$ cat config.mk
export PLATFORM = sky130hd
export DESIGN_NAME = mdio_controller
export DESIGN_NICKNAME = d
export VERILOG_FILES = /design/src/rtl/mdio_controller_pkg.sv /design/src/rtl/mdio_shift_rx.sv /design/src/rtl/mdio_controller.sv
export SDC_FILE = /design/constraint.sdc
export NUM_CORES = 1
export LEC_CHECK = 0
export CORE_MARGIN = 2
export CORE_UTILIZATION = 52
export CTS_CLUSTER_SIZE = 12
export DETAILED_ROUTE_END_ITERATION = 16
export GPL_TIMING_DRIVEN = 0
export MAX_ROUTING_LAYER = met4
export PLACE_DENSITY = 0.79
export SYNTH_ARGS = -nofsm -noshare
export SYNTH_HDL_FRONTEND = slang
export SYNTH_SLANG_ARGS = --single-unit
$ cat constraint.sdc
create_clock -name CLK -period 2.6 [get_ports CLK]
set_input_delay 0.39 -clock CLK [delete_from_list [all_inputs] [get_ports CLK]]
set_output_delay 0.39 -clock CLK [all_outputs]
set_load 0.01 [all_outputs]
$ cat src/rtl/mdio_controller_pkg.sv
// Shared definitions for the MDIO management controller: sequencer states,
// opcodes, frame geometry and field positions of the 32-bit frame word.
package mdio_controller_pkg;

    // Sequencer states.
    typedef enum logic [2:0] {
        IDLE      = 3'd0,
        PREAMBLE  = 3'd1,
        FRAME     = 3'd2,
        READ_DATA = 3'd3,
        DONE      = 3'd4
    } mdio_state_t;

    // Clause-22 opcodes.
    localparam logic [1:0] OP_READ  = 2'b10;
    localparam logic [1:0] OP_WRITE = 2'b01;

    // Frame geometry, in MDC bit periods.
    localparam int PREAMBLE_LEN    = 32;
    localparam int FRAME_LEN       = 32;
    localparam int READ_DRIVE_BITS = 14;
    localparam int READ_TA_BITS    = 2;
    localparam int RD_WIDTH        = 16;
    localparam int CNT_W           = 5;

    // Field positions inside the frame word.
    localparam int FLD_ST_MSB     = 31;
    localparam int FLD_ST_LSB     = 30;
    localparam int FLD_OP_MSB     = 29;
    localparam int FLD_OP_LSB     = 28;
    localparam int FLD_PHYADR_MSB = 27;
    localparam int FLD_PHYADR_LSB = 23;
    localparam int FLD_REGADR_MSB = 22;
    localparam int FLD_REGADR_LSB = 18;
    localparam int FLD_TA_MSB     = 17;
    localparam int FLD_TA_LSB     = 16;
    localparam int FLD_DATA_MSB   = 15;
    localparam int FLD_DATA_LSB   = 0;

    // Bit-counter landmarks derived from the geometry above.
    localparam logic [CNT_W-1:0] PREAMBLE_LAST   = CNT_W'(PREAMBLE_LEN - 1);
    localparam logic [CNT_W-1:0] FRAME_LAST      = CNT_W'(FRAME_LEN - 1);
    localparam logic [CNT_W-1:0] READ_DRIVE_LAST = CNT_W'(READ_DRIVE_BITS - 1);
    localparam logic [CNT_W-1:0] READ_TURN_BIT   = CNT_W'(READ_DRIVE_BITS);
    localparam logic [CNT_W-1:0] READ_DATA_FIRST = CNT_W'(READ_DRIVE_BITS + READ_TA_BITS);

    // Frame bit number idx (0 = first on the wire) of an MSB-first frame word.
    function automatic logic frame_bit(input logic [FRAME_LEN-1:0] frame,
                                       input logic [CNT_W-1:0]     idx);
        logic [CNT_W-1:0] pos_v;
        pos_v = FRAME_LAST - idx;
        return frame[pos_v];
    endfunction

endpackage

$ cat src/rtl/mdio_shift_rx.sv
// Serial-in receive shifter for MDIO read data. Bits enter at the LSB so the
// first received bit ends up as the MSB; the published word only changes on
// load_out, so it holds across write transactions.
module mdio_shift_rx
    import mdio_controller_pkg::*;
(
    input  logic                clk,
    input  logic                rst,
    input  logic                shift_en,
    input  logic                load_out,
    input  logic                sdin,
    output logic [RD_WIDTH-1:0] data_out
);

    logic [RD_WIDTH-1:0] shift_r;
    logic [RD_WIDTH-1:0] shift_next_s;
    logic [RD_WIDTH-1:0] data_out_r;

    // Next shifter contents; publishing on the last bit uses this so the final bit is included.
    always_comb begin
        shift_next_s = shift_r;
        if (shift_en) begin
            shift_next_s = {shift_r[RD_WIDTH-2:0], sdin};
        end else begin
            shift_next_s = shift_r;
        end
    end

    // Shift register and published word, cleared by the synchronous reset.
    always_ff @(posedge clk) begin
        if (rst) begin
            shift_r    <= {RD_WIDTH{1'b0}};
            data_out_r <= {RD_WIDTH{1'b0}};
        end else begin
            shift_r <= shift_next_s;
            if (load_out) begin
                data_out_r <= shift_next_s;
            end
        end
    end

    assign data_out = data_out_r;

endmodule

$ cat src/rtl/mdio_controller.sv
// MDIO management controller. Sends a 32-bit preamble of ones followed by the
// latched frame word, MSB first, one bit per two CLK (MDC low then MDC high).
// Reads release the line after REGADR, skip the turnaround and shift in
// 16 data bits sampled at the end of each MDC-high cycle.
module mdio_controller
    import mdio_controller_pkg::*;
(
    input  logic                 CLK,
    input  logic                 RESET,
    input  logic                 MDIO_START,
    input  logic [FRAME_LEN-1:0] T_DATA,
    input  logic                 MDIO_IN,
    output logic                 MDC,
    output logic                 MDIO_OE,
    output logic                 MDIO_OUT,
    output logic [RD_WIDTH-1:0]  RD_DATA,
    output logic                 DATA_RDY,
    output logic                 BUSY
);

    mdio_state_t          state_r;
    logic [FRAME_LEN-1:0] frame_r;
    logic [CNT_W-1:0]     bit_cnt_r;
    logic                 mdc_r;
    logic                 oe_r;
    logic                 out_r;
    logic                 busy_r;
    logic                 rdy_r;
    logic                 shift_en_s;
    logic                 load_s;
    logic                 is_read_s;

    assign is_read_s = (frame_r[FLD_OP_MSB:FLD_OP_LSB] == OP_READ);

    // Main sequencer: bit timing, MDC generation and every registered output.
    always_ff @(posedge CLK) begin
        if (RESET) begin
            state_r   <= IDLE;
            frame_r   <= 32'h0000_0000;
            bit_cnt_r <= 5'd0;
            mdc_r     <= 1'b0;
            oe_r      <= 1'b0;
            out_r     <= 1'b0;
            busy_r    <= 1'b0;
            rdy_r     <= 1'b0;
        end else begin
            case (state_r)
                IDLE: begin
                    mdc_r     <= 1'b0;
                    oe_r      <= 1'b0;
                    out_r     <= 1'b0;
                    busy_r    <= 1'b0;
                    rdy_r     <= 1'b0;
                    bit_cnt_r <= 5'd0;
                    if (MDIO_START) begin
                        frame_r <= T_DATA;
                        busy_r  <= 1'b1;
                        oe_r    <= 1'b1;
                        out_r   <= 1'b1;
                        state_r <= PREAMBLE;
                    end
                end

                PREAMBLE: begin
                    rdy_r <= 1'b0;
                    if (mdc_r == 1'b0) begin
                        mdc_r <= 1'b1;
                    end else if (bit_cnt_r == PREAMBLE_LAST) begin
                        mdc_r     <= 1'b0;
                        bit_cnt_r <= 5'd0;
                        out_r     <= frame_bit(frame_r, 5'd0);
                        state_r   <= FRAME;
                    end else begin
                        mdc_r     <= 1'b0;
                        bit_cnt_r <= bit_cnt_r + 5'd1;
                        out_r     <= 1'b1;
                    end
                end

                FRAME: begin
                    rdy_r <= 1'b0;
                    if (mdc_r == 1'b0) begin
                        mdc_r <= 1'b1;
                    end else if (bit_cnt_r == FRAME_LAST) begin
                        mdc_r   <= 1'b0;
                        oe_r    <= 1'b0;
                        out_r   <= 1'b0;
                        state_r <= DONE;
                    end else if (is_read_s && (bit_cnt_r == READ_DRIVE_LAST)) begin
                        // Release the line on the MDC-low half of the first TA bit.
                        mdc_r     <= 1'b0;
                        oe_r      <= 1'b0;
                        out_r     <= 1'b0;
                        bit_cnt_r <= READ_TURN_BIT;
                        state_r   <= READ_DATA;
                    end else begin
                        mdc_r     <= 1'b0;
                        bit_cnt_r <= bit_cnt_r + 5'd1;
                        out_r     <= frame_bit(frame_r, bit_cnt_r + 5'd1);
                    end
                end

                READ_DATA: begin
                    oe_r  <= 1'b0;
                    out_r <= 1'b0;
                    if (mdc_r == 1'b0) begin
                        mdc_r <= 1'b1;
                        rdy_r <= 1'b0;
                    end else if (bit_cnt_r == FRAME_LAST) begin
                        mdc_r   <= 1'b0;
                        rdy_r   <= 1'b1;
                        state_r <= DONE;
                    end else begin
                        mdc_r     <= 1'b0;
                        rdy_r     <= 1'b0;
                        bit_cnt_r <= bit_cnt_r + 5'd1;
                    end
                end

                DONE: begin
                    mdc_r     <= 1'b0;
                    oe_r      <= 1'b0;
                    out_r     <= 1'b0;
                    busy_r    <= 1'b0;
                    rdy_r     <= 1'b0;
                    bit_cnt_r <= 5'd0;
                    state_r   <= IDLE;
                end

                default: begin
                    mdc_r     <= 1'b0;
                    oe_r      <= 1'b0;
                    out_r     <= 1'b0;
                    busy_r    <= 1'b0;
                    rdy_r     <= 1'b0;
                    bit_cnt_r <= 5'd0;
                    state_r   <= IDLE;
                end
            endcase
        end
    end

    // Receive shifter controls: shift at the end of each MDC-high data bit, publish on the last.
    always_comb begin
        shift_en_s = 1'b0;
        load_s     = 1'b0;
        if ((state_r == READ_DATA) && (mdc_r == 1'b1) && (bit_cnt_r >= READ_DATA_FIRST)) begin
            shift_en_s = 1'b1;
            load_s     = (bit_cnt_r == FRAME_LAST);
        end else begin
            shift_en_s = 1'b0;
            load_s     = 1'b0;
        end
    end

    mdio_shift_rx u_shift_rx (
        .clk      (CLK),
        .rst      (RESET),
        .shift_en (shift_en_s),
        .load_out (load_s),
        .sdin     (MDIO_IN),
        .data_out (RD_DATA)
    );

    assign MDC      = mdc_r;
    assign MDIO_OE  = oe_r;
    assign MDIO_OUT = out_r;
    assign DATA_RDY = rdy_r;
    assign BUSY     = busy_r;

endmodule

==> impl_metrics.ini, run 1 <==
[critical_path]
critPathMaxFanout = 10
arrival_ns = 2.68
crit_required_ns = 2.87
crit_type = flop to flop
cp-start-kind = flop
endpoint_kind = flop

[synth]
synth_edf_count = 0
synth_compound_area_share_pct = 14.8
synth_warnings = 0
yosysSeqAreaShare_pct = 47.3
synth_mux_area_share_pct = 6.53
synthFlopType = dfxtp_1
synth_top_area_cell = dfxtp_1
synth_adder_area_share_pct = 1.48
synthTopCellsByArea = dfxtp_1 (47%), nand2_1 (16%), a21oi_1 (12%)
syn_area_per_cell_um2 = 8.21
async_reset_ff_share_pct = 0
ys_ff_latch = 76
synth_top_family_by_area = simple AND/OR/NAND/NOR gates
syn-cell-area_um2 = 3220
syn_inst = 392
synth_xor_xnor_area_share_pct = 0.817
post-synth-top-area-fraction_pct = 47.3
syn_nets = 431
synth_cell_types = 44
synthSimpleGateAreaFrac_pct = 24.2

[outcome]
outcome = completed

[clock_tree]
clk_path_buf_depth = 2
htreeDepth = 3
cts_tree = done
cts_buffers = 9
postCtsSetupRepairBufs = 0
cts.sinks = 76
cts_hold_buf = 0
cts_root_buf = clkbuf_8
clk_pin_slew_ns = 0.08
clk_latency_ns = 0.35
cts_resized = 0

[die]
rows = 28
ios = 57
initial_core_util_pct = 54.0
die_h_um = 82.7
die_w_um = 82.7
core_area_um2 = 5960
die_area_um2 = 6830

[sta]
max_freq_ghz = 0.415
slew_viol_final = 0
rsz0062_at_grt = false
tns_ns = 0
hold_viol_final = 0
worst_pin_slew_ns = 0.654
skew_ns = 0.0110
fin_ws_ns = 0.192
min_period_over_period_pct = 92.6
min_period_ns = 2.41
relSlewSlack_pct = 56.1
setup_viol = 0

[global_routing]
grt_antenna_before_repair = 0
grtUsageTotal_pct = 23.2
grt_pass1_wl_um = 11700
grt_pass1_vias = 2609
grt_overflow = 0
grt_max_degree = 15

[finish]
layout.nets = 497
final_layout_size_suffix_gt1_share_pct = 9.29
fillers = 504
diodes = 0
final_area_um2 = 4100
area_growth_pct = 27.3

[drt]
routed_wl_um = 7050
wl_per_cell_um = 13.1
drt-vias-per-instance = 5.27
drc = 0
firstDrtPassIters = 4
antenna_left = 0
drtIter0Drc = 197
vias = 2834

[run]
cap_violations = 0

[hold_path]
hp-class = flop to flop

[power_and_ir_drop]
ir_drop_v = 0.000357
p_leak_nw = 1.46
p_per_area_nw_per_um2 = 605

[placed_design]
dp_hpwl_um = 5200
gp_congestion = 0.866
dpl-instance-area_um2 = 3860
place_worst_setup_slack_ns = 0.257
io_buffers = 55
-- worst paths after layout --
| check | startpoint | end | slack, ns | cells after the start |
|---|---|---|---|---|
| max reg2reg | bit_cnt_r[0]$_SDFFE_PP0P_ | bit_cnt_r[4]$_SDFFE_PP0P_ | 0.19 | 9 |
| min | frame_r[14]$_SDFFE_PP0P_ | frame_r[14]$_SDFFE_PP0P_ | 0.45 | 2 |
| min reg2reg | frame_r[14]$_SDFFE_PP0P_ | frame_r[14]$_SDFFE_PP0P_ | 0.45 | 2 |
| max | bit_cnt_r[0]$_SDFFE_PP0P_ | bit_cnt_r[4]$_SDFFE_PP0P_ | 0.19 | 9 |
-- cells in the mapped netlist (all sizes together) (3+ instances only) --
library cell,n
a21oi,78
buf,13
clkbuf,16
dfxtp,76
ha,3
mux2i,3
mux4,8
nand2,134
nand3,3
nand3b,5
nor2,13
nor3,4
-- stage by stage --
step	util, %	instances	hold slack [ns]	power [mW]
after floorplan	-	392	0.432	1.37
after global placement	64.8	522	0.439	1.47
after detailed placement	64.8	522	0.447	1.47
after CTS	68.8	538	0.458	2.50
after global routing	68.8	538	0.474	2.57
final	68.8	538	0.455	2.48
-- critical path, cell delays in order, from the launching register on --
cell and delay (ns):
dfxtp_1 0.38, ha_1 0.28, and3_1 0.20, ha_1 0.19, buf_6 0.14, nand2b_1 0.17
a22oi_2 0.18, nor2_2 0.09, or4b_1 0.53, a21oi_1 0.17
-- cell usage in the layout (no fill, tap or decap), types with 3 or more instances in the layout --
cell / Yosys / final
nor3_1: 4 / 4
nand3b_1: 5 / 5
mux4_2: 8 / 8
ha_1: 3 / 3
nor2_1: 12 / 12
buf_2: 7 / 7
buf_4: 3 / 3
buf_6: 3 / 3
dfxtp_1: 76 / 76
nand3_1: 3 / 3
clkdlybuf4s50_1: 0 / 55
a21oi_1: 78 / 78
nand2_1: 133 / 133
clkbuf_1: 16 / 16
clkbuf_8: 0 / 10
mux2i_1: 3 / 3
-- logic make-up (layout without fill, tap and decap cells) --
family,count (synthesis),count (layout)
multiplexers,11,11
flip-flops,76,76
adder cells (fa/ha/maj),4,4
XOR/XNOR,3,3
AND/OR/NAND/NOR,178,178
buffers and inverters,31,102
AO/OA/AOI/OAI,89,89
-- power by group --
group | leakage, nW | internal [mW] | switching [mW] | total, mW
Clock | 0.115 | 0.576 | 0.458 | 1.03
Combinational | 0.730 | 0.112 | 0.111 | 0.222
Sequential | 0.618 | 1.20 | 0.0214 | 1.22
Total | 1.46 | 1.89 | 0.590 | 2.48
-- sequential cells by signal (all words and copies together), names as in the netlist, 3 cells and up --
name                 cells
bit_cnt_r                5
frame_r                 32
state_r                  3
u_shift_rx.data_out     16
u_shift_rx.shift_r      15
-- per-layer routing --
| metal | track usage [%] | vias up | wire [um] |
|---|---|---|---|
| met5 | - | - | 0 |
| met4 | 10.3 | 0 | 70 |
| met3 | 4.13 | 8 | 340 |
| met2 | 35.3 | 75 | 3280 |
| met1 | 30.2 | 1294 | 3360 |
| li1 | - | 1457 | - |
-- area by class of cell --
type                    instances  area, um^2  area share, %
repair buffers                 55         551           13.4
inverters                       2        7.51          0.183
well taps                      75        93.8           2.29
clock inverters                 6        96.3           2.35
clock buffers                  10         138           3.36
flip-flops and latches         76        1520           37.2
multi-input cells             285        1540           37.5
plain buffers                  29         151           3.70
No activity file was read; power rests on OpenSTA's default activity.
==> run 2: changes to the inputs <==
--- a/config.mk
+++ b/config.mk
@@ -12,6 +12,7 @@
 export GPL_TIMING_DRIVEN = 0
 export MAX_ROUTING_LAYER = met4
 export PLACE_DENSITY = 0.79
+export SETUP_SLACK_MARGIN = 0.3
 export SYNTH_ARGS = -nofsm -noshare
 export SYNTH_HDL_FRONTEND = slang
 export SYNTH_SLANG_ARGS = --single-unit
==> impl_metrics.ini, run 2 (synthesis results as in run 1) <==
[outcome]
outcome = completed

[finish]
largest_register_ffs = 32
multiInputGateArea_um2 = 1560
final-seq-area_um2 = 1530
top_register = frame_r
layout_commonest_cell = nand2_1
diodes = 0
fin_cells = 541
area_growth_pct = 28.9
final_layout_size_suffix_gt1_share_pct = 10.7
layout.nets = 500
final_cell_mix = nand2_1 (133), a21oi_1 (78), dfxtp_1 (74), clkdlybuf4s50_1 (55), clkbuf_1 (16)
fillers = 498
utilization_pct = 69.6

[die]
core_area_um2 = 5960
die_h_um = 82.7
die_w_um = 82.7
rows = 28
ios = 57
initial_core_util_pct = 54.0
die_area_um2 = 6830

[clock_tree]
htreeDepth = 3
cts_tree = done
cts_hold_buf = 0
cts_root_buf = clkbuf_8
clk_pin_slew_ns = 0.08
cts.sinks = 76
clk_path_buf_depth = 2
cts_buffers = 9
clk_latency_ns = 0.36

[drt]
drt-vias-per-instance = 5.29
drc = 0
drtIter0Drc = 195
antenna_left = 0
wl_per_cell_um = 13.3
vias = 2860
firstDrtPassIters = 4
routed_wl_um = 7220

[critical_path]
reg2reg_slack_ns = 0.35
endpoint_kind = flop
crit_required_ns = 2.88
critPathMaxFanout = 10
r2r_start = bit_cnt_r[0]$_SDFFE_PP0P_
arrival_ns = 2.53
cp-start-kind = flop
max_stage_delay_ns = 0.52
crit_type = flop to flop
rr_endpoint = bit_cnt_r[4]$_SDFFE_PP0P_
reg2regPathDepth = 9
cp_slowest_cell = or4b_1
cp_cell_sequence = ha_4 -> and3_1 -> ha_1 -> buf_6 -> nand2b_4 -> a22oi_2 -> nor2_4 -> or4b_1 -> a21oi_1

[sta]
skew_ns = 0.0105
setup_viol = 0
hold_viol_final = 0
tns_ns = 0
slew_viol_final = 0
rsz0062_at_grt = false
worst_pin_slew_ns = 0.639
min_period_ns = 2.25
min_period_over_period_pct = 86.7
relSlewSlack_pct = 57.1
max_freq_ghz = 0.444

[global_routing]
grt_antenna_before_repair = 0
grt_overflow = 0
grtUsageTotal_pct = 23.3
grt_pass1_wl_um = 11800
grt_max_degree = 15
grt_pass1_vias = 2611

[power_and_ir_drop]
p_total_mw = 2.49
p_per_area_nw_per_um2 = 601
p_leak_nw = 1.48
power_frac_comb_pct = 9.1
p_sw_uw = 602
internal_power_mw = 1.89
power_frac_seq_pct = 49.0
ir_drop_v = 0.000356
pwr-share-clk_pct = 41.8
power.share.switching_pct = 24.1

[hold_path]
hp-class = flop to flop
hp-start = frame_r[14]$_SDFFE_PP0P_
hold_path_depth = 2
holdPathEnd = frame_r[14]$_SDFFE_PP0P_

[run]
cap_violations = 0

[placed_design]
dp_hpwl_um = 5200
io_buffers = 55
numPlacedInstances = 522
gp_congestion = 0.866
[run 2: changes by cell type in the layout (fill, tap and decap cells not counted), sizes merged]
cell,delta
buf,+3
[run 2: timing repair]
item,CTS,global route
pin swaps,0,2
endpoints found under the hold margin,0,0
setup buffers,0,3
resized for setup,2,5
setup endpoints to repair,1,2
[run 2: cell type report]
type / instances / share of cell area, %
Timing Repair Buffer: 58 / 13.8
Clock buffer: 10 / 3.32
Sequential cell: 76 / 36.8
Inverter: 2 / 0.181
Tap cell: 75 / 2.26
Buffer: 29 / 3.65
Multi-Input combinational cell: 285 / 37.6
Clock inverter: 6 / 2.32
[run 2: worst max path at each step]
stage | startpoint | slack [ns] | end | cells past startpoint
2_1_floorplan | bit_cnt_r[0]$_SDFFE_PP0P_ | 0.46 | bit_cnt_r[4]$_SDFFE_PP0P_ | 9
3_3_place_gp | bit_cnt_r[0]$_SDFFE_PP0P_ | 0.30 | bit_cnt_r[4]$_SDFFE_PP0P_ | 9
3_5_place_dp | bit_cnt_r[0]$_SDFFE_PP0P_ | 0.26 | bit_cnt_r[4]$_SDFFE_PP0P_ | 9
4_1_cts | bit_cnt_r[0]$_SDFFE_PP0P_ | 0.30 | bit_cnt_r[4]$_SDFFE_PP0P_ | 9
5_1_grt | bit_cnt_r[0]$_SDFFE_PP0P_ | 0.28 | bit_cnt_r[4]$_SDFFE_PP0P_ | 9
6_report | bit_cnt_r[0]$_SDFFE_PP0P_ | 0.35 | bit_cnt_r[4]$_SDFFE_PP0P_ | 9
[run 2: layer usage]
metal  track usage (%)  up-vias  share of wire, %
met4              10.3        0               1.6
met5                 -        -                 0
li1                  -     1469                 -
met3              4.13       12               5.2
met1              30.4     1300                47
met2              35.5       79                46
[run 2: worst max-delay path: cells and delay by family (launching register included)]
kind	cells	cell delay [ns]
flops	1	0.37
simple gates	4	0.91
buf+inv	1	0.14
compound gates	2	0.38
fa+ha+maj	2	0.36
[run 2: metrics by stage]
stage          setup slack, ns  hold slack (ns)  area, um^2
2_1_floorplan            0.455            0.432        3220
3_3_place_gp             0.296            0.439        3860
3_5_place_dp             0.257            0.447        3860
4_1_cts                  0.300            0.458        4100
5_1_grt                  0.282            0.474        4150
6_report                 0.347            0.455        4150
[run 2: power by group through the flow]
| stage | sequential, mW | clock (mW) | combinational [mW] |
|---|---|---|---|
| floorplan | 1.25 | 0 | 0.124 |
| global placement | 1.25 | 0 | 0.218 |
| detailed placement | 1.25 | 0 | 0.221 |
| CTS | 1.22 | 1.05 | 0.222 |
| global route | 1.23 | 1.10 | 0.250 |
| finish | 1.22 | 1.04 | 0.228 |
==> run 3: changes to the inputs <==
--- a/config.mk
+++ b/config.mk
@@ -5,6 +5,7 @@
 export SDC_FILE = /design/constraint.sdc
 export NUM_CORES = 1
 export LEC_CHECK = 0
+export CORE_ASPECT_RATIO = 0.9
 export CORE_MARGIN = 2
 export CORE_UTILIZATION = 52
 export CTS_CLUSTER_SIZE = 12
==> impl_metrics.ini, run 3 (synthesis results as in run 1) <==
[drt]
routedLengthMet1_um = 3310
wl_met2_um = 3780
drc = 0
drt-vias-per-instance = 5.49
firstDrtPassIters = 5
routed_wl_um = 7600
met3_wirelength_um = 414
drtIter0Drc = 193
vias = 2945
highest_layer = met4
wl_per_cell_um = 14.2
antenna_left = 0

[global_routing]
grt_antenna_before_repair = 0
grt_overflow = 0
grt_max_degree = 15
grt_pass1_wl_um = 12300
grtUsageTotal_pct = 23.8
grt_pass1_vias = 2782

[finish]
multiInputGateArea_um2 = 1570
layout.nets = 498
final_layout_size_suffix_gt1_share_pct = 10.3
layout_commonest_cell = nand2_1
final-seq-area_um2 = 1530
top_register = frame_r
final_area_um2 = 4120
fillers = 504
area_growth_pct = 28.2
diodes = 0
largest_register_ffs = 32
final_cell_mix = nand2_1 (133), a21oi_1 (78), dfxtp_1 (75), clkdlybuf4s50_1 (55), clkbuf_1 (16)

[sta]
worst_pin_slew_ns = 0.681
max_freq_ghz = 0.448
relSlewSlack_pct = 54.3
hold_viol_final = 0
min_period_ns = 2.23
rsz0062_at_grt = true
min_period_over_period_pct = 85.9
tns_ns = 0
skew_ns = 0.00885
slew_viol_final = 0
setup_viol = 0

[critical_path]
max_stage_delay_ns = 0.51
cp_slowest_cell = or4b_4
endpoint_kind = flop
arrival_ns = 2.52
crit_type = flop to flop
cp-start-kind = flop
critPathMaxFanout = 10
crit_required_ns = 2.88
cp_cell_sequence = ha_4 -> and3_1 -> ha_1 -> buf_6 -> nand2b_4 -> a22oi_2 -> nor2_4 -> or4b_4 -> a21oi_1

[die]
core_area_um2 = 6050
initial_core_util_pct = 53.2
die_h_um = 78.6
ios = 57
die_area_um2 = 6830
rows = 27
die_w_um = 86.9

[power_and_ir_drop]
ir_drop_v = 0.000479
power_frac_seq_pct = 49.9
power.share.switching_pct = 24.1
p_sw_uw = 591
internal_power_mw = 1.86
power_frac_comb_pct = 9.3
pwr-share-clk_pct = 40.8
p_leak_nw = 1.47
p_per_area_nw_per_um2 = 595

[clock_tree]
htreeDepth = 3
cts_buffers = 9
cts.sinks = 76
cts_tree = done
clk_pin_slew_ns = 0.08
cts_root_buf = clkbuf_8
clk_path_buf_depth = 2
clk_latency_ns = 0.36
cts_hold_buf = 0

[hold_path]
hp-class = flop to flop

[placed_design]
dpl-instance-area_um2 = 3860
io_buffers = 55
dp_hpwl_um = 5370
gp_congestion = 0.932

[outcome]
outcome = completed

[run]
cap_violations = 0
[run 3: changes by cell type in the layout (fill, tap and decap cells not counted), sizes merged]
cell	change
buf	-2
clkbuf	-1
clkinvlp	-1
clkinv	+2
[run 3: final timing paths]
path | start | endpoint | slack (ns) | depth (start not counted)
hold reg to reg | frame_r[6]$_SDFFE_PP0P_ | frame_r[6]$_SDFFE_PP0P_ | 0.46 | 2
setup reg to reg | bit_cnt_r[0]$_SDFFE_PP0P_ | bit_cnt_r[4]$_SDFFE_PP0P_ | 0.37 | 9
hold / removal | frame_r[6]$_SDFFE_PP0P_ | frame_r[6]$_SDFFE_PP0P_ | 0.46 | 2
setup / recovery | bit_cnt_r[0]$_SDFFE_PP0P_ | bit_cnt_r[4]$_SDFFE_PP0P_ | 0.37 | 9
[run 3: worst max-delay path: cells and delay by family, from the launching register on]
kind / cells / cell delay (ns)
AND/OR/NAND/NOR: 4 / 0.91
AO/OA/AOI/OAI: 2 / 0.38
flip-flops: 1 / 0.37
adder cells (fa/ha/maj): 2 / 0.36
buffers and inverters: 1 / 0.14
[run 3: metal layers]
metal  GRT usage [%]  vias up
met1            27.9     1372
met4            6.72        0
li1                -     1459
met5               -        -
met2            39.4      102
met3            7.36       12
[run 3: cell type report]
class / instances / share of cell area, %
buffer: 29 / 3.67
timing repair buffer: 56 / 13.5
inverter: 2 / 0.182
sequential: 76 / 37.0
tap: 72 / 2.19
clock buffer: 9 / 3.00
clock inverter: 7 / 2.43
multi-input combinational: 285 / 38.0
[run 3: power by group through the flow]
stage	registers, mW	clock network (mW)	logic, mW
3_3_place_gp	1.25	0	0.217
4_1_cts	1.22	1.01	0.224
3_5_place_dp	1.25	0	0.223
6_report	1.22	1.00	0.229
5_1_grt	1.23	1.07	0.251
2_1_floorplan	1.25	0	0.124
[run 3: repair_timing]
item	4_1_cts	5_1_grt
buffers inserted	0	1
hold endpoints to repair	0	0
pin swaps	0	1
endpoints found under the setup margin	1	2
gates resized for setup	2	6
[run 3: metrics by stage]
step	total power [mW]	utilization (%)	setup slack [ns]	cells	hold slack, ns
3_3_place_gp	1.46	63.8	0.293	519	0.438
5_1_grt	2.55	68.2	0.285	536	0.480
6_report	2.45	68.2	0.367	536	0.456
3_5_place_dp	1.47	63.8	0.271	519	0.447
4_1_cts	2.46	67.6	0.322	535	0.458
2_1_floorplan	1.37	-	0.455	392	0.432
